`config.mk`:
```
export PLATFORM = sky130hd
export DESIGN_NAME = cla_sub_pipe_24bit
export DESIGN_NICKNAME = d
export VERILOG_FILES = /design/src/rtl/cla_sub_pipe_24bit_pkg.sv /design/src/rtl/cla_sub_pipe_24bit_cla_block.sv /design/src/rtl/cla_sub_pipe_24bit.sv
export SDC_FILE = /design/constraint.sdc
export NUM_CORES = 1
export LEC_CHECK = 0
export ABC_AREA = 1
export CAP_MARGIN = 20
export CORE_ASPECT_RATIO = 1.4
export CORE_MARGIN = 1
export CORE_UTILIZATION = 30
export DETAILED_ROUTE_END_ITERATION = 6
export GPL_ROUTABILITY_DRIVEN = 1
export GPL_TIMING_DRIVEN = 1
export PLACE_DENSITY_LB_ADDON = 0.08
export SLEW_MARGIN = 20
export SYNTH_ARGS = -nofsm -noshare
export SYNTH_HDL_FRONTEND = slang
export SYNTH_SLANG_ARGS = --single-unit
export TNS_END_PERCENT = 100
```
`constraint.sdc`:
```
create_clock -name i_clk -period 6.7 [get_ports i_clk]
set_input_delay 1.005 -clock i_clk [delete_from_list [all_inputs] [get_ports i_clk]]
set_output_delay 1.005 -clock i_clk [all_outputs]
set_load 0.05 [all_outputs]
```
`src/rtl/cla_sub_pipe_24bit_pkg.sv`:
```
// Shared constants and helpers for the pipelined CLA subtractor.
// Holds the default operand width, the per-stage half-width computation
// and the borrow convention (borrow is the inverted carry out of A + ~B + 1).
package cla_sub_pipe_24bit_pkg;

  localparam int CLA_W_DEFAULT = 24;

  // Bits evaluated by each pipeline stage.
  function automatic int cla_half(input int w);
    return w / 2;
  endfunction

  // A subtraction done as A + ~B + 1 borrows exactly when it produces no carry.
  function automatic logic borrow_from_carry(input logic carry_out);
    return ~carry_out;
  endfunction

endpackage

```
`src/rtl/cla_sub_pipe_24bit_cla_block.sv`:
```
// Combinational N-bit carry-lookahead adder slice.
// Generate g = a & b, propagate p = a | b, carry c[i+1] = g[i] | p[i] & c[i].
// The caller forms any operand inversion; this block only adds.
module cla_block #(
  parameter int N = 12
) (
  input  logic [N-1:0] i_a,
  input  logic [N-1:0] i_b,
  input  logic         i_cin,
  output logic [N-1:0] o_sum,
  output logic         o_cout
);

  logic [N-1:0] g_s;
  logic [N-1:0] p_s;
  logic [N:0]   c_s;

  assign g_s = i_a & i_b;
  assign p_s = i_a | i_b;

  // Carry chain expanded from the generate/propagate terms.
  always_comb begin
    c_s    = '0;
    c_s[0] = i_cin;
    for (int i = 0; i < N; i++) begin
      c_s[i+1] = g_s[i] | (p_s[i] & c_s[i]);
    end
  end

  assign o_sum  = i_a ^ i_b ^ c_s[N-1:0];
  assign o_cout = c_s[N];

endmodule

```
`src/rtl/cla_sub_pipe_24bit.sv`:
```
// Two-stage pipelined carry-lookahead subtractor: o_result = {borrow, i_min - i_sub}.
// Stage 1 subtracts the low half (carry-in 1), stage 2 the high half using the
// registered mid carry. Valid/ready handshake on both sides, no bubble on a full pipe.
// Optional macro CLA_SUB_OVF_EN: adds a registered signed-overflow flag on o_ovf;
// without it o_ovf is tied low and no flop is built.
module cla_sub_pipe_24bit
  import cla_sub_pipe_24bit_pkg::*;
#(
  parameter int WIDTH = CLA_W_DEFAULT
) (
  input  logic             i_clk,
  input  logic             i_rst_n,
  input  logic             i_valid,
  output logic             o_ready,
  input  logic [WIDTH-1:0] i_min,
  input  logic [WIDTH-1:0] i_sub,
  output logic             o_valid,
  input  logic             i_ready,
  output logic [WIDTH:0]   o_result,
  output logic             o_ovf
);

  localparam int HALF = cla_half(WIDTH);

  // Handshake control
  logic s1_adv_s;
  logic accept_s;

  // Stage 1 datapath and registers
  logic [HALF-1:0] b_lo_inv_s;
  logic [HALF-1:0] diff_lo_s;
  logic            c_mid_s;
  logic            s1_valid_r;
  logic [HALF-1:0] diff_lo_r;
  logic            c_mid_r;
  logic [HALF-1:0] a_hi_r;
  logic [HALF-1:0] b_hi_r;

  // Stage 2 datapath and registers
  logic [HALF-1:0] b_hi_inv_s;
  logic [HALF-1:0] diff_hi_s;
  logic            c_out_s;
  logic            s2_valid_r;
  logic [WIDTH:0]  result_r;

  // Stage 1 may move on when stage 2 is empty or is being drained this cycle.
  assign s1_adv_s = !s2_valid_r || i_ready;
  assign o_ready  = !s1_valid_r || s1_adv_s;
  assign accept_s = i_valid && o_ready;

  assign b_lo_inv_s = ~i_sub[HALF-1:0];
  assign b_hi_inv_s = ~b_hi_r;

  cla_block #(.N(HALF)) u_cla_lo (
    .i_a    (i_min[HALF-1:0]),
    .i_b    (b_lo_inv_s),
    .i_cin  (1'b1),
    .o_sum  (diff_lo_s),
    .o_cout (c_mid_s)
  );

  cla_block #(.N(HALF)) u_cla_hi (
    .i_a    (a_hi_r),
    .i_b    (b_hi_inv_s),
    .i_cin  (c_mid_r),
    .o_sum  (diff_hi_s),
    .o_cout (c_out_s)
  );

  // Stage 1: capture low-half difference, mid carry and upper operand halves on accept.
  always_ff @(posedge i_clk or negedge i_rst_n) begin
    if (!i_rst_n) begin
      s1_valid_r <= 1'b0;
      diff_lo_r  <= '0;
      c_mid_r    <= 1'b0;
      a_hi_r     <= '0;
      b_hi_r     <= '0;
    end else begin
      if (o_ready) begin
        s1_valid_r <= accept_s;
      end else begin
        s1_valid_r <= s1_valid_r;
      end
      if (accept_s) begin
        diff_lo_r <= diff_lo_s;
        c_mid_r   <= c_mid_s;
        a_hi_r    <= i_min[WIDTH-1:HALF];
        b_hi_r    <= i_sub[WIDTH-1:HALF];
      end
    end
  end

  // Stage 2: finish the upper half and register {borrow, difference}; hold while stalled.
  always_ff @(posedge i_clk or negedge i_rst_n) begin
    if (!i_rst_n) begin
      s2_valid_r <= 1'b0;
      result_r   <= '0;
    end else if (s1_adv_s) begin
      s2_valid_r <= s1_valid_r;
      if (s1_valid_r) begin
        result_r <= {borrow_from_carry(c_out_s), diff_hi_s, diff_lo_r};
      end
    end
  end

  assign o_valid  = s2_valid_r;
  assign o_result = result_r;

`ifdef CLA_SUB_OVF_EN
  logic ovf_r;

  // Signed overflow: operands of opposite sign and result sign differs from the minuend.
  always_ff @(posedge i_clk or negedge i_rst_n) begin
    if (!i_rst_n) begin
      ovf_r <= 1'b0;
    end else if (s1_adv_s && s1_valid_r) begin
      ovf_r <= (a_hi_r[HALF-1] != b_hi_r[HALF-1]) && (diff_hi_s[HALF-1] != a_hi_r[HALF-1]);
    end
  end

  assign o_ovf = ovf_r;
`else
  assign o_ovf = 1'b0;
`endif

endmodule

```
==> out/metrics.cfg, run 1 <==
[status]
outcome = finished, final reports clean

[setup_path]
path_max_fanout = 1
cp-start-kind = input pin
crit_path_end_kind = flop
r2r_setup_slack_ns = 1.67
path_class = input pin to flop
cp.required_ns = 6.91
critPathArrivalTime_ns = 6.18

[timing]
fmax_mhz = 168
min_period_over_period = 0.891
tns_ns = 0
hold_viol_final = 0
worst_pin_slew_ns = 0.897
drv_slew = 0
max_slew_margin = 0.401
rsz0062_at_grt = false
fin_worst_skew_ns = 0.00357
min_period_ns = 5.97
setup_ws_ns = 0.732
setup-violations-final = 0

[synth]
synth_nets = 409
synth_area_mm2 = 0.00314
synth-seq-area-share = 0.510
synth_top_area_cell = dfrtp_1
synth_top_area_frac = 0.510
synth.yosys.warnings = 0
synth_seq_cells = 64
ys_types = 15
avgSynthCellArea_um2 = 9.43
synth_area_leaders = dfrtp_1, fa_1, nand2_1, nand3_1, inv_1
syn_inst = 333

[cells_and_area]
regArea_mm2 = 0.00160
nets = 481
n_antenna_cell = 0
final_cell_mix = nand2_1, clkdlybuf4s50_1, dfrtp_1
fin_util = 0.425
final_area_mm2 = 0.00428
area_growth_pct = 36.3
final_common_cell = nand2_1
drive_gt1_frac = 0.0538
multiInputGateArea_mm2 = 0.00125
layout.cells.non_filler = 544
fill_cells = 1041

[grt]
grt_first_pass_wirelength_mm = 11.5
grt_pass1_vias = 2367
gr-total-overflow = 0
grt_usage = 0.144
grt_max_degree = 65
antenna_found_initial = 0

[floorplanning]
dieArea_mm2 = 0.0109
io_pins = 80
std_cell_rows = 43
fp.coreArea_mm2 = 0.0101
die-width_um = 88.5
initial_utilization = 0.312
fp.dieH_um = 123

[cts]
post-cts-setup-buffer-count = 0
cts.sinks = 64
clock_latency_ns = 0.33
htreeDepth = 3
clockBufferDepth = 2
cts_resized = 0
cts_tree = yes
clk_pin_slew_worst_paths_ns = 0.05
cts_root_buf = clkbuf_16
cts_buffers = 9
ctsHoldBuffers = 0

[min_path]
hold_path.class = flop to flop

[detailed_routing]
via_per_inst = 4.20
via_count = 2284
firstDrtPassIters = 4
wire_per_inst_um = 12.4
wirelength_mm = 6.75
drt-initial-drc-count = 94
drcViolationCount = 0
ant_nets = 0

[pwr]
leakagePower_nw = 2.14
peakVddDrop_uv = 122
cellPowerDensity_mw_per_mm2 = 381

[placement]
post_dp_cell_area_mm2 = 0.00397
dp_hpwl_mm = 4.39
pre_cts_ws_ns = 0.400
io_buffers = 78
dp_cells = 529
routabilityCongestion = 0.727

[run]
drv_cap = 0

-- registers in the layout (all words and copies together), names as in the netlist --
signal and flops:
o_result 25, a_hi_r 12, b_hi_r 12, diff_lo_r 12
c_mid_r 1, o_valid 1, s1_valid_r 1
-- where the power goes --
part / internal [W] / switching, W
sequential: 0.000490 / 0.0000629
combinational: 0.000214 / 0.000390
clock: 0.000314 / 0.000159
total: 0.00102 / 0.000612
-- per-layer routing --
| layer | vias up | routed length (um) | global-route usage |
|---|---|---|---|
| met4 | 0 | 132 | 0.0605 |
| met5 | - | 0 | 0 |
| met1 | 1062 | 3030 | 0.180 |
| met3 | 11 | 276 | 0.0434 |
| li1 | 1155 | - | - |
| met2 | 56 | 3310 | 0.231 |
-- critical path, stage by stage --
cell and delay (ns):
clkdlybuf4s50_1 0.45, inv_1 0.04, ha_1 0.19, fa_1 0.38, fa_1 0.40, fa_1 0.39
fa_1 0.39, fa_1 0.43, fa_1 0.40, fa_1 0.41, fa_1 0.38, inv_1 0.08
fa_1 0.16, inv_1 0.05, fa_1 0.38, fa_1 0.48, inv_1 0.04, nand3_1 0.07
nand2_1 0.07
-- cell usage after synthesis, drive strengths merged --
library cell,n
o21ai,9
inv,42
conb,1
dfrtp,64
fa,23
clkbuf,1
nand3,54
ha,1
buf,18
nand2,120
-- cell families (layout without fill, tap and decap cells) --
| group | Yosys count | in the layout | share of synthesized area |
|---|---|---|---|
| and+or+nand+nor | 174 | 174 | 0.234 |
| DFF | 64 | 64 | 0.510 |
| buffers and inverters | 61 | 137 | 0.0901 |
| adders and majority gates | 24 | 24 | 0.151 |
| AOI/OAI and AO/OA | 9 | 9 | 0.0143 |
| other | 1 | 1 | 0.00119 |
-- final timing paths --
path                            cells past startpoint                         to                     start
worst min-delay path                                2   o_result[10]$_DFFE_PN0P_  o_result[10]$_DFFE_PN0P_
worst max-delay path                               19  diff_lo_r[11]$_DFFE_PN0P_                  i_min[0]
max in group asynchronous                           2   o_result[23]$_DFFE_PN0P_                   i_rst_n
worst max register to register                     17   o_result[23]$_DFFE_PN0P_     b_hi_r[0]$_DFFE_PN0P_
min in group asynchronous                           2    o_result[7]$_DFFE_PN0P_                   i_rst_n
worst min register to register                      2   o_result[10]$_DFFE_PN0P_  o_result[10]$_DFFE_PN0P_
-- cell type report --
cell class / count / share of cell area
multi-input cells: 208 / 0.293
clock inverters: 3 / 0.00935
repair buffers: 80 / 0.185
clock buffers: 12 / 0.0623
flip-flops and latches: 64 / 0.374
inverters: 42 / 0.0368
well taps: 135 / 0.0395
-- metrics by stage --
step                      hold WS [ns]  total power [W]
after floorplan                  0.442         0.000955
after global placement           0.453          0.00117
after detailed placement         0.458          0.00118
after CTS                        0.470          0.00166
after global routing             0.487          0.00174
final                            0.464          0.00163
Power figures use the tool's default switching activity.
==> run 2, diff against run 1 <==
Settings changed: CTS_BUF_LIST from default to sky130_fd_sc_hd__clkbuf_8, PLACE_DENSITY from default to 0.53, PLACE_DENSITY_LB_ADDON 0.08 to default.
==> out/metrics.cfg, run 2 (synthesis gave the netlist of run 1 again) <==
[run]
drv_cap = 0

[cts]
cts_resized = 0
clk_pin_slew_worst_paths_ns = 0.06
post-cts-setup-buffer-count = 0
cts_root_buf = clkbuf_8
clockBufferDepth = 2
htreeDepth = 3
cts_buffers = 9
clock_latency_ns = 0.34
ctsHoldBuffers = 0
cts_tree = yes
cts.sinks = 64

[pwr]
cellPowerDensity_mw_per_mm2 = 346
p_sw_w = 0.000592
leakagePower_nw = 2.08
power_frac_seq = 0.389
clkPwrFrac = 0.189
switching_share = 0.414
comb_power_share = 0.422
internal_power_w = 0.000838
peakVddDrop_uv = 88.0

[setup_path]
path_class = input pin to flop
cp.required_ns = 6.92
reg2reg_from = b_hi_r[0]$_DFFE_PN0P_
crit_path_end_kind = flop
crit_family = adder cells
crit_path_start = i_min[0]
path_common_cell = fa_1
cp-start-kind = input pin
path_cells = clkdlybuf4s50_1 > inv_1 > ha_1 > fa_1 > fa_1 > fa_1 > fa_1 > fa_1 > fa_1 > fa_1 > fa_1 > inv_1 > fa_1 > inv_1 > fa_1 > fa_1 > inv_1 > nand3_1 > nand2_1
max_stage_delay_ns = 0.50
slowest_stage = fa_1
path_max_fanout = 1
critPathArrivalTime_ns = 6.08
cp_num_buf_inv = 5

[timing]
tns_ns = 0
max_slew_margin = 0.423
rsz0062_at_grt = false
setup-violations-final = 0
fin_worst_skew_ns = 0.00817
drv_slew = 0
fmax_mhz = 171
hold_viol_final = 0
min_period_ns = 5.85
min_period_over_period = 0.874
worst_pin_slew_ns = 0.864
setup_ws_ns = 0.846

[floorplanning]
fp.dieH_um = 123
io_pins = 80
initial_utilization = 0.312
die-width_um = 88.5
dieArea_mm2 = 0.0109
fp.coreArea_mm2 = 0.0101
std_cell_rows = 43

[cells_and_area]
largest_register_ff_count = 25
fill_cells = 1036
n_antenna_cell = 0
area_growth_pct = 31.5
final_cell_mix = nand2_1, clkdlybuf4s50_1, dfrtp_1
final_common_cell = nand2_1
drive_gt1_frac = 0.0441
nets = 481

[grt]
grt_pass1_vias = 2336
grt_usage = 0.137
gr-total-overflow = 0
grt_first_pass_wirelength_mm = 11.0
grt_max_degree = 65
antenna_found_initial = 0

[detailed_routing]
wire_per_inst_um = 12.3
drt-initial-drc-count = 69
wirelength_mm = 6.67
via_per_inst = 4.25
drcViolationCount = 0
firstDrtPassIters = 4
ant_nets = 0
via_count = 2306

[placement]
dp_hpwl_mm = 4.79
routabilityCongestion = 0.692
io_buffers = 78
pre_cts_ws_ns = 0.462

[min_path]
hold_path.class = flop to flop
hp-start = o_result[0]$_DFFE_PN0P_

[status]
outcome = finished, final reports clean

## run 2: changes by cell type in the layout (fill, tap and decap cells not counted)
cell | previous run | this run
clkinv_2 | 2 | 1
inv_1 | 42 | 45
clkbuf_16 | 9 | 0
bufinv_16 | 1 | 0
clkbuf_8 | 3 | 10
## run 2: through the flow
stage / std cells / total power (W) / utilization / area (um^2) / hold WS [ns]
2_1_floorplan: 333 / 0.000955 / - / 3140 / 0.442
3_3_place_gp: 529 / 0.00117 / 0.395 / 3970 / 0.455
3_5_place_dp: 529 / 0.00118 / 0.395 / 3970 / 0.458
4_1_cts: 543 / 0.00145 / 0.410 / 4130 / 0.473
5_1_grt: 543 / 0.00152 / 0.410 / 4130 / 0.491
6_report: 543 / 0.00143 / 0.410 / 4130 / 0.467
## run 2: area by class of cell
cell class | instances | area, um^2 | share of cell area
sequential | 64 | 1600 | 0.388
multi-input combinational | 208 | 1250 | 0.304
timing repair buffer | 80 | 791 | 0.192
tap | 135 | 169 | 0.0409
inverter | 42 | 158 | 0.0382
clock buffer | 10 | 138 | 0.0333
clock inverter | 4 | 16.3 | 0.00394
## run 2: worst paths after layout
| kind | depth (start not counted) | end | slack (ns) |
|---|---|---|---|
| worst max-delay path | 19 | diff_lo_r[11]$_DFFE_PN0P_ | 0.85 |
| worst min-delay path | 2 | o_result[0]$_DFFE_PN0P_ | 0.47 |
| worst max register to register | 17 | o_result[23]$_DFFE_PN0P_ | 1.67 |
| worst min register to register | 2 | o_result[0]$_DFFE_PN0P_ | 0.47 |
| max in group asynchronous | 2 | b_hi_r[5]$_DFFE_PN0P_ | 5.34 |
| min in group asynchronous | 2 | o_result[7]$_DFFE_PN0P_ | 0.84 |
## run 2: worst register-to-register path, cell delays in order, from the launching register on
cell	delay (ns)
dfrtp_1	0.38
inv_1	0.08
fa_1	0.17
inv_1	0.06
fa_1	0.38
fa_1	0.39
fa_1	0.39
fa_1	0.41
fa_1	0.39
fa_1	0.39
fa_1	0.41
fa_1	0.38
inv_1	0.08
fa_1	0.20
fa_1	0.17
inv_1	0.06
fa_1	0.48
o21ai_0	0.08
## run 2: routing by layer
layer,up-vias,GRT usage,wire (um)
li1,1151,-,-
met5,-,0,0
met3,10,0.0247,243
met4,0,0.0756,159
met1,1102,0.175,2950
met2,43,0.217,3320
## run 2: power by group through the flow
stage          sequential (W)  clock [W]  combinational [W]
2_1_floorplan        0.000773          0           0.000182
3_3_place_gp         0.000564          0           0.000608
3_5_place_dp         0.000567          0           0.000614
4_1_cts              0.000560   0.000278           0.000614
5_1_grt              0.000571   0.000294           0.000659
6_report             0.000557   0.000270           0.000603
